### config.mk
export PLATFORM = sky130hd
export DESIGN_NAME = tdm_demux
export DESIGN_NICKNAME = d
export VERILOG_FILES = /design/src/rtl/tdm_pkg.sv /design/src/rtl/tdm_lane_shift.sv /design/src/rtl/tdm_demux.sv
export SDC_FILE = /design/constraint.sdc
export NUM_CORES = 1
export LEC_CHECK = 0
export BUFFER_PORTS_ARGS = -buffer_cell sky130_fd_sc_hd__buf_2
export CAP_MARGIN = 25
export CORE_ASPECT_RATIO = 0.7
export CORE_MARGIN = 1.5
export CORE_UTILIZATION = 60
export CTS_CLUSTER_DIAMETER = 150
export CTS_CLUSTER_SIZE = 20
export DETAILED_ROUTE_END_ITERATION = 8
export PLACE_DENSITY_LB_ADDON = 0.05
export SYNTH_ARGS = -nofsm -noshare
export SYNTH_HDL_FRONTEND = slang
export SYNTH_HIERARCHICAL = 1
export SYNTH_SLANG_ARGS = --single-unit
### constraint.sdc
create_clock -name clk -period 8.5 [get_ports clk]
set_clock_uncertainty 0.15 [all_clocks]
set_input_delay 1.275 -clock clk [delete_from_list [all_inputs] [get_ports clk]]
set_output_delay 1.275 -clock clk [all_outputs]
set_load 0.02 [all_outputs]
### src/rtl/tdm_pkg.sv
// Shared definitions for the 4-lane 1-bit TDM link (transmit and receive sides).
package tdm_pkg;

  localparam int NUM_LANES = 4;
  localparam int SEL_W     = 2;

  typedef logic [SEL_W-1:0] slot_t;

  typedef enum logic {
    HUNT,
    COLLECT
  } state_t;

  // A 1-bit lane word still needs a 1-bit counter to keep port widths legal.
  function automatic int bcnt_width(input int width);
    return (width > 1) ? $clog2(width) : 1;
  endfunction

endpackage

### src/rtl/tdm_lane_shift.sv
// One lane word register: writes a single bit at a given index, optionally
// clearing the word in the same cycle.
module tdm_lane_shift #(
  parameter int WIDTH = 8,
  parameter int IDX_W = 3
) (
  input  logic             clk,
  input  logic             rst_n,
  input  logic             clear_i,
  input  logic             we_i,
  input  logic [IDX_W-1:0] idx_i,
  input  logic             bit_i,
  output logic [WIDTH-1:0] word_next_o
);

  logic [WIDTH-1:0] word_q;
  logic [WIDTH-1:0] word_d;

  // The next value is exported so the top can capture a frame including the bit landing this cycle.
  always_comb begin
    word_d = clear_i ? '0 : word_q;
    if (we_i) begin
      word_d[idx_i] = bit_i;
    end
  end

  always_ff @(posedge clk or negedge rst_n) begin
    if (!rst_n) begin
      word_q <= '0;
    end else begin
      word_q <= word_d;
    end
  end

  assign word_next_o = word_d;

endmodule

### src/rtl/tdm_demux.sv
// TDM receiver: tracks slot rotation from in_sof, steers bits into four lane
// words and presents each completed frame on a valid/ready output.
module tdm_demux
  import tdm_pkg::*;
#(
  parameter int WIDTH = 8
) (
  input  logic                       clk,
  input  logic                       rst_n,
  input  logic                       in_valid,
  input  logic                       in_bit,
  input  logic                       in_sof,
  output logic                       out_valid,
  input  logic                       out_ready,
  output logic [NUM_LANES*WIDTH-1:0] out_data,
  output slot_t                      slot,
  output logic                       sync_err,
  output logic                       overflow
);

  localparam int                 BCNT_W   = bcnt_width(WIDTH);
  localparam logic [BCNT_W-1:0]  LAST_BIT = BCNT_W'(WIDTH - 1);
  localparam slot_t              LAST_SLOT = slot_t'(NUM_LANES - 1);

  state_t                     state_q, state_d;
  slot_t                      slot_q, slot_d;
  logic [BCNT_W-1:0]          bcnt_q, bcnt_d;
  logic                       out_valid_q, out_valid_d;
  logic [NUM_LANES*WIDTH-1:0] out_data_q, out_data_d;
  logic                       sync_err_q, sync_err_d;
  logic                       overflow_q, overflow_d;

  logic                       accept;
  slot_t                      cur_slot;
  logic [BCNT_W-1:0]          cur_bcnt;
  logic                       frame_done;
  logic                       misalign;
  logic [NUM_LANES*WIDTH-1:0] frame_next;

  // An accepted in_sof re-anchors the current bit to slot 0, bit 0.
  assign accept     = in_valid && ((state_q == COLLECT) || in_sof);
  assign cur_slot   = in_sof ? '0 : slot_q;
  assign cur_bcnt   = in_sof ? '0 : bcnt_q;
  assign frame_done = accept && (cur_slot == LAST_SLOT) && (cur_bcnt == LAST_BIT);
  assign misalign   = accept && in_sof && (state_q == COLLECT) &&
                      ((slot_q != '0) || (bcnt_q != '0));

  for (genvar n = 0; n < NUM_LANES; n++) begin : g_lane
    tdm_lane_shift #(
      .WIDTH (WIDTH),
      .IDX_W (BCNT_W)
    ) u_lane (
      .clk         (clk),
      .rst_n       (rst_n),
      .clear_i     (accept && in_sof),
      .we_i        (accept && (cur_slot == slot_t'(n))),
      .idx_i       (cur_bcnt),
      .bit_i       (in_bit),
      .word_next_o (frame_next[n*WIDTH +: WIDTH])
    );
  end

  always_comb begin
    state_d     = state_q;
    slot_d      = slot_q;
    bcnt_d      = bcnt_q;
    out_valid_d = out_valid_q;
    out_data_d  = out_data_q;
    sync_err_d  = 1'b0;
    overflow_d  = overflow_q;

    if (accept) begin
      if (in_sof) begin
        state_d = COLLECT;
      end
      sync_err_d = misalign;
      if (cur_slot == LAST_SLOT) begin
        slot_d = '0;
        bcnt_d = (cur_bcnt == LAST_BIT) ? '0 : cur_bcnt + 1'b1;
      end else begin
        slot_d = cur_slot + 1'b1;
        bcnt_d = cur_bcnt;
      end
    end

    if (out_valid_q && out_ready) begin
      out_valid_d = 1'b0;
    end

    // A completing frame only displaces the held one if it is leaving this cycle.
    if (frame_done) begin
      if (!out_valid_q || out_ready) begin
        out_valid_d = 1'b1;
        out_data_d  = frame_next;
      end else begin
        overflow_d = 1'b1;
      end
    end
  end

  always_ff @(posedge clk or negedge rst_n) begin
    if (!rst_n) begin
      state_q     <= HUNT;
      slot_q      <= '0;
      bcnt_q      <= '0;
      out_valid_q <= 1'b0;
      out_data_q  <= '0;
      sync_err_q  <= 1'b0;
      overflow_q  <= 1'b0;
    end else begin
      state_q     <= state_d;
      slot_q      <= slot_d;
      bcnt_q      <= bcnt_d;
      out_valid_q <= out_valid_d;
      out_data_q  <= out_data_d;
      sync_err_q  <= sync_err_d;
      overflow_q  <= overflow_d;
    end
  end

  assign out_valid = out_valid_q;
  assign out_data  = out_data_q;
  assign slot      = slot_q;
  assign sync_err  = sync_err_q;
  assign overflow  = overflow_q;

endmodule

==> impl_metrics.env <==
export IMPL_status="finished clean"
export IMPL_p_clk_share_pct=44.2
export IMPL_min_period_ns=3.20
export IMPL_cts_tree="built"
export IMPL_total_power_uw=743
export IMPL_ctsRootBufferMaster="clkbuf_8"
export IMPL_synthToLayoutAreaGrowth_pct=16.7
export IMPL_coreArea_um2=5760
export IMPL_fin_area_um2=4180
export IMPL_layout_commonest_cell="dfrtp_1"
export IMPL_synth_area_leader_cell="dfrtp_1"
export IMPL_syn_area_um2=3580
export IMPL_drt_pass1_iter_count=4
export IMPL_final_max_slew_violation_count=0
export IMPL_synth_edf_count=0
export IMPL_dp_hpwl_um=3940
export IMPL_cts_setup_buffers=0
export IMPL_avgSynthCellArea_um2=14.7
export IMPL_powerDensity_nw_per_um2=178
export IMPL_p_int_uw=572
export IMPL_dieArea_um2=6450
export IMPL_worstSetupPathType="in2reg"
export IMPL_drc=0
export IMPL_seqPwrFrac_pct=48.1
export IMPL_required_ns=8.59
export IMPL_grt_pass1_vias=2082
export IMPL_vias=2104
export IMPL_regToRegSetupSlack_ns=6.00
export IMPL_endpoint="out_data[20]"
export IMPL_grt_pass1_wl_um=10600
export IMPL_track_usage_pct=22.3
export IMPL_crit_fanout=16
export IMPL_worstReg2RegStart="slot[0]"
export IMPL_finalCritPeriodShare_pct=37.7
export IMPL_grt_max_degree=74
export IMPL_yosysUniqueCellTypes=27
export IMPL_grt_ovfl_total=0
export IMPL_cts_reportedPaths_clkPinSlew_ns=0.08
export IMPL_vdd_ir_drop_max_mv=0.0901
export IMPL_clock_latency_ns=0.35
export IMPL_totalWireLength_um=6470
export IMPL_synth_flop_cell="dfrtp_1"
export IMPL_layout_common_cells="dfrtp_1 (73), mux2_4 (42), buf_2 (42)"
export IMPL_relSlewSlack_pct=40.2
export IMPL_cts_resized_gates=0
export IMPL_arrival_ns=3.29
export IMPL_drt_iter0_drc=109
export IMPL_place_congestion=0.833
export IMPL_yosys_area_top_type_share_pct=51.0
export IMPL_avgViaCountPerCell=5.55
export IMPL_wl_per_cell_um=17.1
export IMPL_ys_seq_elements=73
export IMPL_rows=23
export IMPL_drive_gt1_share_pct=46.4
export IMPL_p_leak_uw=0.00211
export IMPL_io_pins=43
export IMPL_switchingPower_uw=171
export IMPL_report_final_setup_viol=0
export IMPL_r2r_cells=6
export IMPL_swShare_pct=23.1
export IMPL_synth_seq_area_share_pct=51.0
export IMPL_ys_top_cells_by_area="dfrtp_1 (51%), mux2_4 (18%), mux2_2 (7.2%)"
export IMPL_antenna_found_initial=0
export IMPL_fmaxAchievable_mhz=312
export IMPL_finalHoldViolCount=0
export IMPL_rsz0062_at_grt="no"
export IMPL_tightest_slew_ns=0.896
export IMPL_startpoint_type="primary input"
export IMPL_die_w_um=95.4
export IMPL_nets=311
export IMPL_syn_nets=256
export IMPL_dieHeight_um=67.6
export IMPL_start_util_pct=62.2
export IMPL_syn_inst=244
export IMPL_synthArstFlopShare_pct=100
export IMPL_critPathLaunch="in_sof"
export IMPL_cts_sinks=73
export IMPL_r2r_end="out_data[24]"
export IMPL_io_buffers=42
export IMPL_hold_class="reg2reg"
export IMPL_ctsHoldBuffers=0
export IMPL_yosys_warnings=6
export IMPL_ant_nets=0
export IMPL_end_kind="flop"
export IMPL_comb_power_share_pct=7.6
export IMPL_drv_cap=0
export IMPL_cts_max_path_buffers=2
export IMPL_numCtsBuffers=9
export IMPL_diodes=0
export IMPL_placed_area_um2=3870
export IMPL_cts_max_level=3
export IMPL_tns_ns=0
cell usage after synthesis (2+ instances only):
cell type	n
nor4b_2	4
inv_1	3
and2_1	5
and4bb_1	12
mux2_4	42
a22o_1	2
buf_6	3
mux2_2	23
nand4_1	4
ha_1	6
a21oi_1	3
dfrtp_1	73
nand2_1	2
nor2_1	2
nor2b_1	37
nand4b_1	12
metrics by stage:
step                      hold slack, ns  utilization (%)  setup WS, ns  instances
after CTS                          0.337             71.5          3.94        375
after global placement             0.330             67.2          3.79        359
after detailed placement           0.319             67.2          3.60        359
after global routing               0.350             72.6          5.15        379
final                              0.333             72.6          5.30        379
after floorplan                    0.306                -          4.46        244
routing by layer:
metal / wire, um / vias to the layer above / track usage (%)
li1: - / 1002 / -
met5: 0 / - / 0
met2: 3000 / 40 / 34.4
met3: 226 / 11 / 6.31
met4: 97 / 0 / 9.14
met1: 3140 / 1051 / 29.6
how the worst min path moves through the flow:
stage	start	end	slack [ns]	cells after the start
2_1_floorplan	bcnt_q[0]	bcnt_q[0]	0.31	1
3_3_place_gp	overflow	overflow	0.33	1
3_5_place_dp	overflow	overflow	0.32	1
4_1_cts	overflow	overflow	0.34	1
5_1_grt	overflow	overflow	0.35	1
6_report	overflow	overflow	0.33	1
power by group through the flow:
stage | clock network (uW) | logic (uW) | registers (uW)
3_3_place_gp | 0 | 54.4 | 365
2_1_floorplan | 0 | 31.0 | 367
4_1_cts | 334 | 55.9 | 358
3_5_place_dp | 0 | 55.7 | 365
6_report | 329 | 56.6 | 358
5_1_grt | 353 | 63.4 | 359
area by class of cell:
type,instances,area (um2)
Sequential cell,73,1830
Multi-Input combinational cell,163,1710
Fill cell,401,1580
Tap cell,75,93.8
Clock buffer,10,128
Timing Repair Buffer,49,299
Clock inverter,6,115
Inverter,3,11.3
kinds of logic (layout without fill, tap and decap cells):
logic type / after synthesis / in the layout / share of synthesized area, %
fa+ha+maj: 6 / 6 / 2.10
buf+inv: 8 / 68 / 1.61
simple gates: 81 / 81 / 18.1
compound gates: 11 / 11 / 2.41
mux: 65 / 65 / 24.8
flops: 73 / 73 / 51.0
worst max-delay path, stage by stage:
cell       delay (ns)
buf_2            0.17
nor2_2           0.22
ha_1             0.18
ha_1             0.21
o21ai_2          0.09
nor3_4           0.19
clkbuf_16        0.24
buf_4            0.32
mux2_2           0.37
sequential cells by signal, indices dropped and copies added, names as in the netlist:
register	cells
g_lane.u_lane/word_q	32
bcnt_q	3
sync_err	1
slot	2
state_q	1
overflow	1
out_valid	1
out_data	32
Note: power is estimated with default switching activity, not from simulation.
